<file path="src/rtl/bus_arbiter_ctrl_if.sv">
// Handshake bundle between the masters and the bus arbiter.
// The master modport faces the requesters; slave faces the arbiter.
interface bus_arbiter_ctrl_if #(
  parameter int NO_MASTERS = 2,
  parameter int S_ID_WIDTH = 2,
  parameter int M_ID_WIDTH = $clog2(NO_MASTERS)
);
  logic [NO_MASTERS-1:0] req;
  logic [NO_MASTERS-1:0] cmd;
  logic [NO_MASTERS-1:0] grant;
  logic [M_ID_WIDTH-1:0] master_sel;
  logic [S_ID_WIDTH-1:0] slave_sel;
  logic                  connected;
  logic                  id_err;

  modport master (
    output req, cmd,
    input  grant, master_sel, slave_sel,
    input  connected, id_err
  );

  modport slave (
    input  req, cmd,
    output grant, master_sel, slave_sel,
    output connected, id_err
  );
endinterface

</file>
<file path="src/rtl/bus_arbiter_ctrl.sv">
// Bus arbiter: grants one master, shifts in a serial slave ID, holds the path.
// Define BUS_ARB_ROUND_ROBIN_EN for round-robin instead of fixed priority.
module bus_arbiter_ctrl #(
  parameter int NO_MASTERS = 2,
  parameter int NO_SLAVES  = 3,
  parameter int S_ID_WIDTH = $clog2(NO_SLAVES+1),
  parameter int M_ID_WIDTH = $clog2(NO_MASTERS)
) (
  input logic             clk,
  input logic             rst,
  bus_arbiter_ctrl_if.slave bus
);
  localparam int CNT_W = $clog2(S_ID_WIDTH+1);

  typedef enum logic [1:0] {
    IDLE, ADDR, CONNECT, RELEASE
  } state_t;

  state_t                state_q, state_d;
  logic [NO_MASTERS-1:0] grant_q, grant_d;
  logic [M_ID_WIDTH-1:0] msel_q, msel_d;
  logic [S_ID_WIDTH-1:0] ssel_q, ssel_d;
  logic                  conn_q, conn_d;
  logic                  err_q, err_d;
  logic [S_ID_WIDTH-1:0] sr_q, sr_d;
  logic [CNT_W-1:0]      cnt_q, cnt_d;

  logic [M_ID_WIDTH-1:0] win;
  logic                  found;
  logic                  cmd_bit;
  logic                  req_bit;
  logic [S_ID_WIDTH-1:0] sr_nxt;
  logic                  id_ok;

`ifdef BUS_ARB_ROUND_ROBIN_EN
  logic [M_ID_WIDTH-1:0] last_q, last_d;

  // Search starts one past the last granted master and wraps.
  always_comb begin
    int idx;
    win   = '0;
    found = 1'b0;
    idx   = 0;
    for (int i = 0; i < NO_MASTERS; i++) begin
      idx = (int'(last_q) + 1 + i) % NO_MASTERS;
      if (!found && bus.req[idx]) begin
        found = 1'b1;
        win   = M_ID_WIDTH'(idx);
      end
    end
  end
`else
  always_comb begin
    win   = '0;
    found = 1'b0;
    for (int i = 0; i < NO_MASTERS; i++) begin
      if (!found && bus.req[i]) begin
        found = 1'b1;
        win   = M_ID_WIDTH'(i);
      end
    end
  end
`endif

  assign cmd_bit = bus.cmd[msel_q];
  assign req_bit = bus.req[msel_q];
  assign sr_nxt  = S_ID_WIDTH'({sr_q, cmd_bit});
  assign id_ok   = (sr_nxt != '0) &&
                   (int'(sr_nxt) <= NO_SLAVES);

  always_comb begin
    state_d = state_q;
    grant_d = grant_q;
    msel_d  = msel_q;
    ssel_d  = ssel_q;
    conn_d  = conn_q;
    err_d   = 1'b0;
    sr_d    = sr_q;
    cnt_d   = cnt_q;
`ifdef BUS_ARB_ROUND_ROBIN_EN
    last_d  = last_q;
`endif
    unique case (state_q)
      IDLE: begin
        if (found) begin
          grant_d      = '0;
          grant_d[win] = 1'b1;
          msel_d       = win;
          sr_d         = '0;
          cnt_d        = '0;
          state_d      = ADDR;
`ifdef BUS_ARB_ROUND_ROBIN_EN
          last_d       = win;
`endif
        end
      end
      ADDR: begin
        if (!req_bit) begin
          grant_d = '0;
          state_d = IDLE;
        end else begin
          sr_d  = sr_nxt;
          cnt_d = cnt_q + CNT_W'(1);
          if (cnt_q == CNT_W'(S_ID_WIDTH-1)) begin
            if (id_ok) begin
              ssel_d  = sr_nxt;
              conn_d  = 1'b1;
              state_d = CONNECT;
            end else begin
              err_d   = 1'b1;
              grant_d = '0;
              state_d = IDLE;
            end
          end
        end
      end
      CONNECT: begin
        if (!req_bit) begin
          grant_d = '0;
          conn_d  = 1'b0;
          ssel_d  = '0;
          state_d = RELEASE;
        end
      end
      RELEASE: state_d = IDLE;
      default: state_d = IDLE;
    endcase
  end

  always_ff @(posedge clk or posedge rst) begin
    if (rst) begin
      state_q <= IDLE;
      grant_q <= '0;
      msel_q  <= '0;
      ssel_q  <= '0;
      conn_q  <= 1'b0;
      err_q   <= 1'b0;
      sr_q    <= '0;
      cnt_q   <= '0;
`ifdef BUS_ARB_ROUND_ROBIN_EN
      last_q  <= M_ID_WIDTH'(NO_MASTERS-1);
`endif
    end else begin
      state_q <= state_d;
      grant_q <= grant_d;
      msel_q  <= msel_d;
      ssel_q  <= ssel_d;
      conn_q  <= conn_d;
      err_q   <= err_d;
      sr_q    <= sr_d;
      cnt_q   <= cnt_d;
`ifdef BUS_ARB_ROUND_ROBIN_EN
      last_q  <= last_d;
`endif
    end
  end

  assign bus.grant      = grant_q;
  assign bus.master_sel = msel_q;
  assign bus.slave_sel  = ssel_q;
  assign bus.connected  = conn_q;
  assign bus.id_err     = err_q;
endmodule

</file>
<file path="src/flat_wrapper.sv">
// flat-port wrapper written by rule: the top's interface ports become plain ports
module bus_arbiter_ctrl_flat 
#(
  parameter int NO_MASTERS = 2,
  parameter int NO_SLAVES  = 3,
  parameter int S_ID_WIDTH = $clog2(NO_SLAVES+1),
  parameter int M_ID_WIDTH = $clog2(NO_MASTERS)
)
  (clk, rst, bus_req, bus_cmd, bus_grant, bus_master_sel, bus_slave_sel, bus_connected, bus_id_err);
  bus_arbiter_ctrl_if #(.NO_MASTERS(NO_MASTERS), .S_ID_WIDTH(S_ID_WIDTH), .M_ID_WIDTH(M_ID_WIDTH)) bus_i ();
  input logic clk;
  input logic rst;
  input wire logic [$bits(bus_i.req)-1:0] bus_req;
  input wire logic [$bits(bus_i.cmd)-1:0] bus_cmd;
  output wire logic [$bits(bus_i.grant)-1:0] bus_grant;
  output wire logic [$bits(bus_i.master_sel)-1:0] bus_master_sel;
  output wire logic [$bits(bus_i.slave_sel)-1:0] bus_slave_sel;
  output wire logic [$bits(bus_i.connected)-1:0] bus_connected;
  output wire logic [$bits(bus_i.id_err)-1:0] bus_id_err;
  assign bus_i.req = bus_req;
  assign bus_i.cmd = bus_cmd;
  assign bus_grant = bus_i.grant;
  assign bus_master_sel = bus_i.master_sel;
  assign bus_slave_sel = bus_i.slave_sel;
  assign bus_connected = bus_i.connected;
  assign bus_id_err = bus_i.id_err;
  bus_arbiter_ctrl #(.NO_MASTERS(NO_MASTERS), .NO_SLAVES(NO_SLAVES), .S_ID_WIDTH(S_ID_WIDTH), .M_ID_WIDTH(M_ID_WIDTH)) u_core (.clk(clk), .rst(rst), .bus(bus_i));
endmodule
</file>
<file path="config.mk">
export PLATFORM = sky130hd
export DESIGN_NAME = bus_arbiter_ctrl_flat
export DESIGN_NICKNAME = d
export VERILOG_FILES = /design/src/rtl/bus_arbiter_ctrl_if.sv /design/src/rtl/bus_arbiter_ctrl.sv /design/src/flat_wrapper.sv
export SDC_FILE = /design/constraint.sdc
export NUM_CORES = 1
export LEC_CHECK = 0
export ABC_AREA = 0
export CAP_MARGIN = 20
export CORE_MARGIN = 2
export CORE_UTILIZATION = 40
export CTS_CLUSTER_SIZE = 24
export DETAILED_ROUTE_END_ITERATION = 12
export GPL_TIMING_DRIVEN = 1
export PLACE_DENSITY = 0.71
export SLEW_MARGIN = 30
export SYNTH_ARGS = -nofsm -noshare
export SYNTH_HDL_FRONTEND = slang
export SYNTH_SLANG_ARGS = --single-unit
</file>
<file path="constraint.sdc">
create_clock -name clk -period 4.2 [get_ports clk]
set_input_delay 0.42 -clock clk [delete_from_list [all_inputs] [get_ports clk]]
set_output_delay 0.42 -clock clk [all_outputs]
set_load 0.05 [all_outputs]
</file>
==> flow_metrics.tcl <==
set metrics [dict create \
    status "finished clean" \
    wl_per_cell_microns 12.9 \
    gr-usage-met3 0.0476 \
    p_switching_uw 318 \
    syn_to_final_growth_pct 23.4 \
    regToRegSetupSlack_ns 2.47 \
    period_minus_slack_ns 1.99 \
    cts-resized-gates 0 \
    drive_gt1_frac 0.0843 \
    cp_top_family "buffers and inverters" \
    fin_tns_setup_ns 0 \
    power_density_nw_per_um2 774 \
    seqCellArea_sq_um 300 \
    syn_avg_cell_area_sq_um 10.3 \
    syn-instance-count 68 \
    grt_pass1_wl_microns 2170 \
    ant_nets 0 \
    hold_class "in2async" \
    seq_area_frac_synth 0.428 \
    detail_route.iter0.violations 8 \
    final_core_util 0.513 \
    synth_xor_area_frac 0 \
    period_share 0.474 \
    fmax_ghz 0.503 \
    critPathCapture "bus_master_sel" \
    die_x_microns 45.9 \
    firstDrtPassIters 4 \
    start_kind "flip-flop" \
    fin_nets 97 \
    maxCapViolations 0 \
    place_inst 97 \
    vias 541 \
    irDropWorstVdd_mv 0.356 \
    pin_count 13 \
    viasPerCell 5.41 \
    use_met2 0.225 \
    synth_compound_area_frac 0.269 \
    yosys.area_share.simple 0.0784 \
    slew_viol_final 0 \
    p_leak_nw 0.390 \
    synth-seq-cells 12 \
    ys_warn_count 0 \
    startpoint "u_core.bus.master_sel" \
    syn_nets 80 \
    r2r_end "u_core.bus.grant[1]" \
    grt_pass1_vias 497 \
    cts_hold_buf 0 \
    power_uw 670 \
    io_buffers 12 \
    postCtsSetupRepairBufs 0 \
    timing_hold_violations_final 0 \
    pwr-share-clk 0.101 \
    max_stage_delay_ns 0.85 \
    cp_slowest_cell "clkdlybuf4s50_1" \
    grt.total_usage 0.152 \
    antenna_found_initial 0 \
    worst_setup_path_end_kind "output port" \
    rows 15 \
    tightestPinTransition_ns 0.499 \
    htree_levels 1 \
    synth_area_sq_um 702 \
    clk_latency_ns 0.26 \
    finalWirelength_microns 1290 \
    comb_power_share 0.600 \
    worstSetupPathType "reg2out" \
    synthAdderAreaFrac 0.107 \
    mostFrequentLayoutCells "dfrtp_1, clkdlybuf4s50_1, inv_1" \
    swShare 0.475 \
    rsz0062_at_grt "false" \
    initial_core_util 0.416 \
    reg2regPathDepth 4 \
    cp.buffers_inverters 1 \
    max_slew_margin 0.666 \
    coreArea_sq_um 1690 \
    grt_max_degree 13 \
    fp.dieH_microns 45.9 \
    use_met1 0.186 \
    cp_data_arrival_time_ns 1.57 \
    worstPathRequired_ns 3.78 \
    synth_cell_types 26 \
    clock_tree.buffer_depth 2 \
    synth_mux_area_frac 0.0695 \
    synth_top_family_by_area "compound AO/OA/AOI/OAI gates" \
    dp_hpwl_microns 1010 \
    root_buffer "clkbuf_4" \
    stdcell_count 100 \
    cts_buffers 3 \
    multiInputGateArea_sq_um 368 \
    setup_viol 0 \
    antenna_cells 0 \
    numClockSinks 12 \
    cts_tree "built" \
    path_cells "clkdlybuf4s50_1" \
    r2r-start "u_core.bus.master_sel" \
    grt.busiest_layer "met2" \
    grt_overflow_total 0 \
    cp_max_fo 6 \
    num-fill-cells 168 \
    worst-path-stages 1 \
    seqPwrFrac 0.298 \
    drc 0 \
    holdWs_ns 0.457 \
    gp_congestion 0.751 \
    clock-skew-final_ns 0.00281 \
    path_clk_slew_ns 0.07 \
    internal-power_uw 352 \
    dieArea_sq_um 2110 \
]
-- power groups by stage --
| stage | clock network [mW] | registers, mW | logic [mW] |
|---|---|---|---|
| 2_1_floorplan | 0 | 0.280 | 0.220 |
| 3_5_place_dp | 0 | 0.202 | 0.404 |
| 6_report | 0.0679 | 0.200 | 0.402 |
| 4_1_cts | 0.0720 | 0.200 | 0.405 |
| 5_1_grt | 0.0775 | 0.208 | 0.448 |
| 3_3_place_gp | 0 | 0.200 | 0.400 |
-- cell families (layout without fill, tap and decap cells) --
family	count (synthesis)	after routing
buf+inv	9	24
flops	12	12
fa+ha+maj	6	6
simple gates	11	11
mux	4	4
compound gates	26	26
-- synthesized netlist by cell type (all sizes together) --
cell,instances,area [sq um]
nor3,1,5.00
o2111ai,1,15.0
nand3,1,5.00
a211oi,1,7.51
inv,9,33.8
or3,1,6.26
o21a,1,7.51
o31ai,1,7.51
a22oi,1,21.3
and3,1,6.26
o211ai,3,22.5
a21o,1,7.51
nand3b,1,7.51
nand2,2,7.51
ha,6,75.1
o2bb2ai,2,17.5
a221oi,1,8.76
dfrtp,12,300
a22o,1,8.76
o21ai,8,40.0
nor2,3,11.3
a21oi,5,25.0
nand2b,1,6.26
mux2,4,48.8
-- flip-flops by register name, summed over array words and instances, names as in the netlist, named ones only --
name / cells
u_core.bus.id_err: 1
u_core.cnt_q: 2
u_core.bus.master_sel: 1
u_core.state_q: 1
u_core.bus.slave_sel: 2
u_core.bus.grant: 2
u_core.bus.connected: 1
u_core.sr_q: 1
-- how the worst min path moves through the flow --
stage	startpoint	endpoint	slack, ns	cells after the start
2_1_floorplan	rst	async pin	0.28	1
3_5_place_dp	u_core.bus.connected	u_core.bus.connected	0.47	1
6_report	rst	u_core.bus.slave_sel[0]	0.46	2
5_1_grt	rst	u_core.bus.connected	0.49	2
3_3_place_gp	u_core.bus.connected	u_core.bus.connected	0.47	1
4_1_cts	rst	u_core.bus.slave_sel[0]	0.47	2
-- worst reg2reg max path, cell delays in order, from the launching register on --
cell and delay, ns:
dfrtp_1 0.46, mux2_2 0.42, o211ai_1 0.24, o2111ai_2 0.18
mux2_1 0.33
-- metal layers --
metal  share of wire  vias to the layer above
met5               0                        -
met4           0.029                        0
met3           0.038                        4
met2            0.46                       10
met1            0.47                      249
li1                -                      278
-- cell type report --
type	count	share of cell area
Tap cell	17	0.0246
Inverter	9	0.0390
Timing Repair Buffer	12	0.139
Clock buffer	3	0.0260
Multi-Input combinational cell	47	0.425
Sequential cell	12	0.347
-- stage by stage --
stage / area (sq um) / worst slack, ns
6_report: 866 / 2.21
5_1_grt: 866 / 2.16
2_1_floorplan: 702 / 2.29
3_3_place_gp: 843 / 2.11
3_5_place_dp: 843 / 2.07
4_1_cts: 866 / 2.19
No activity file was read; power rests on OpenSTA's default activity.
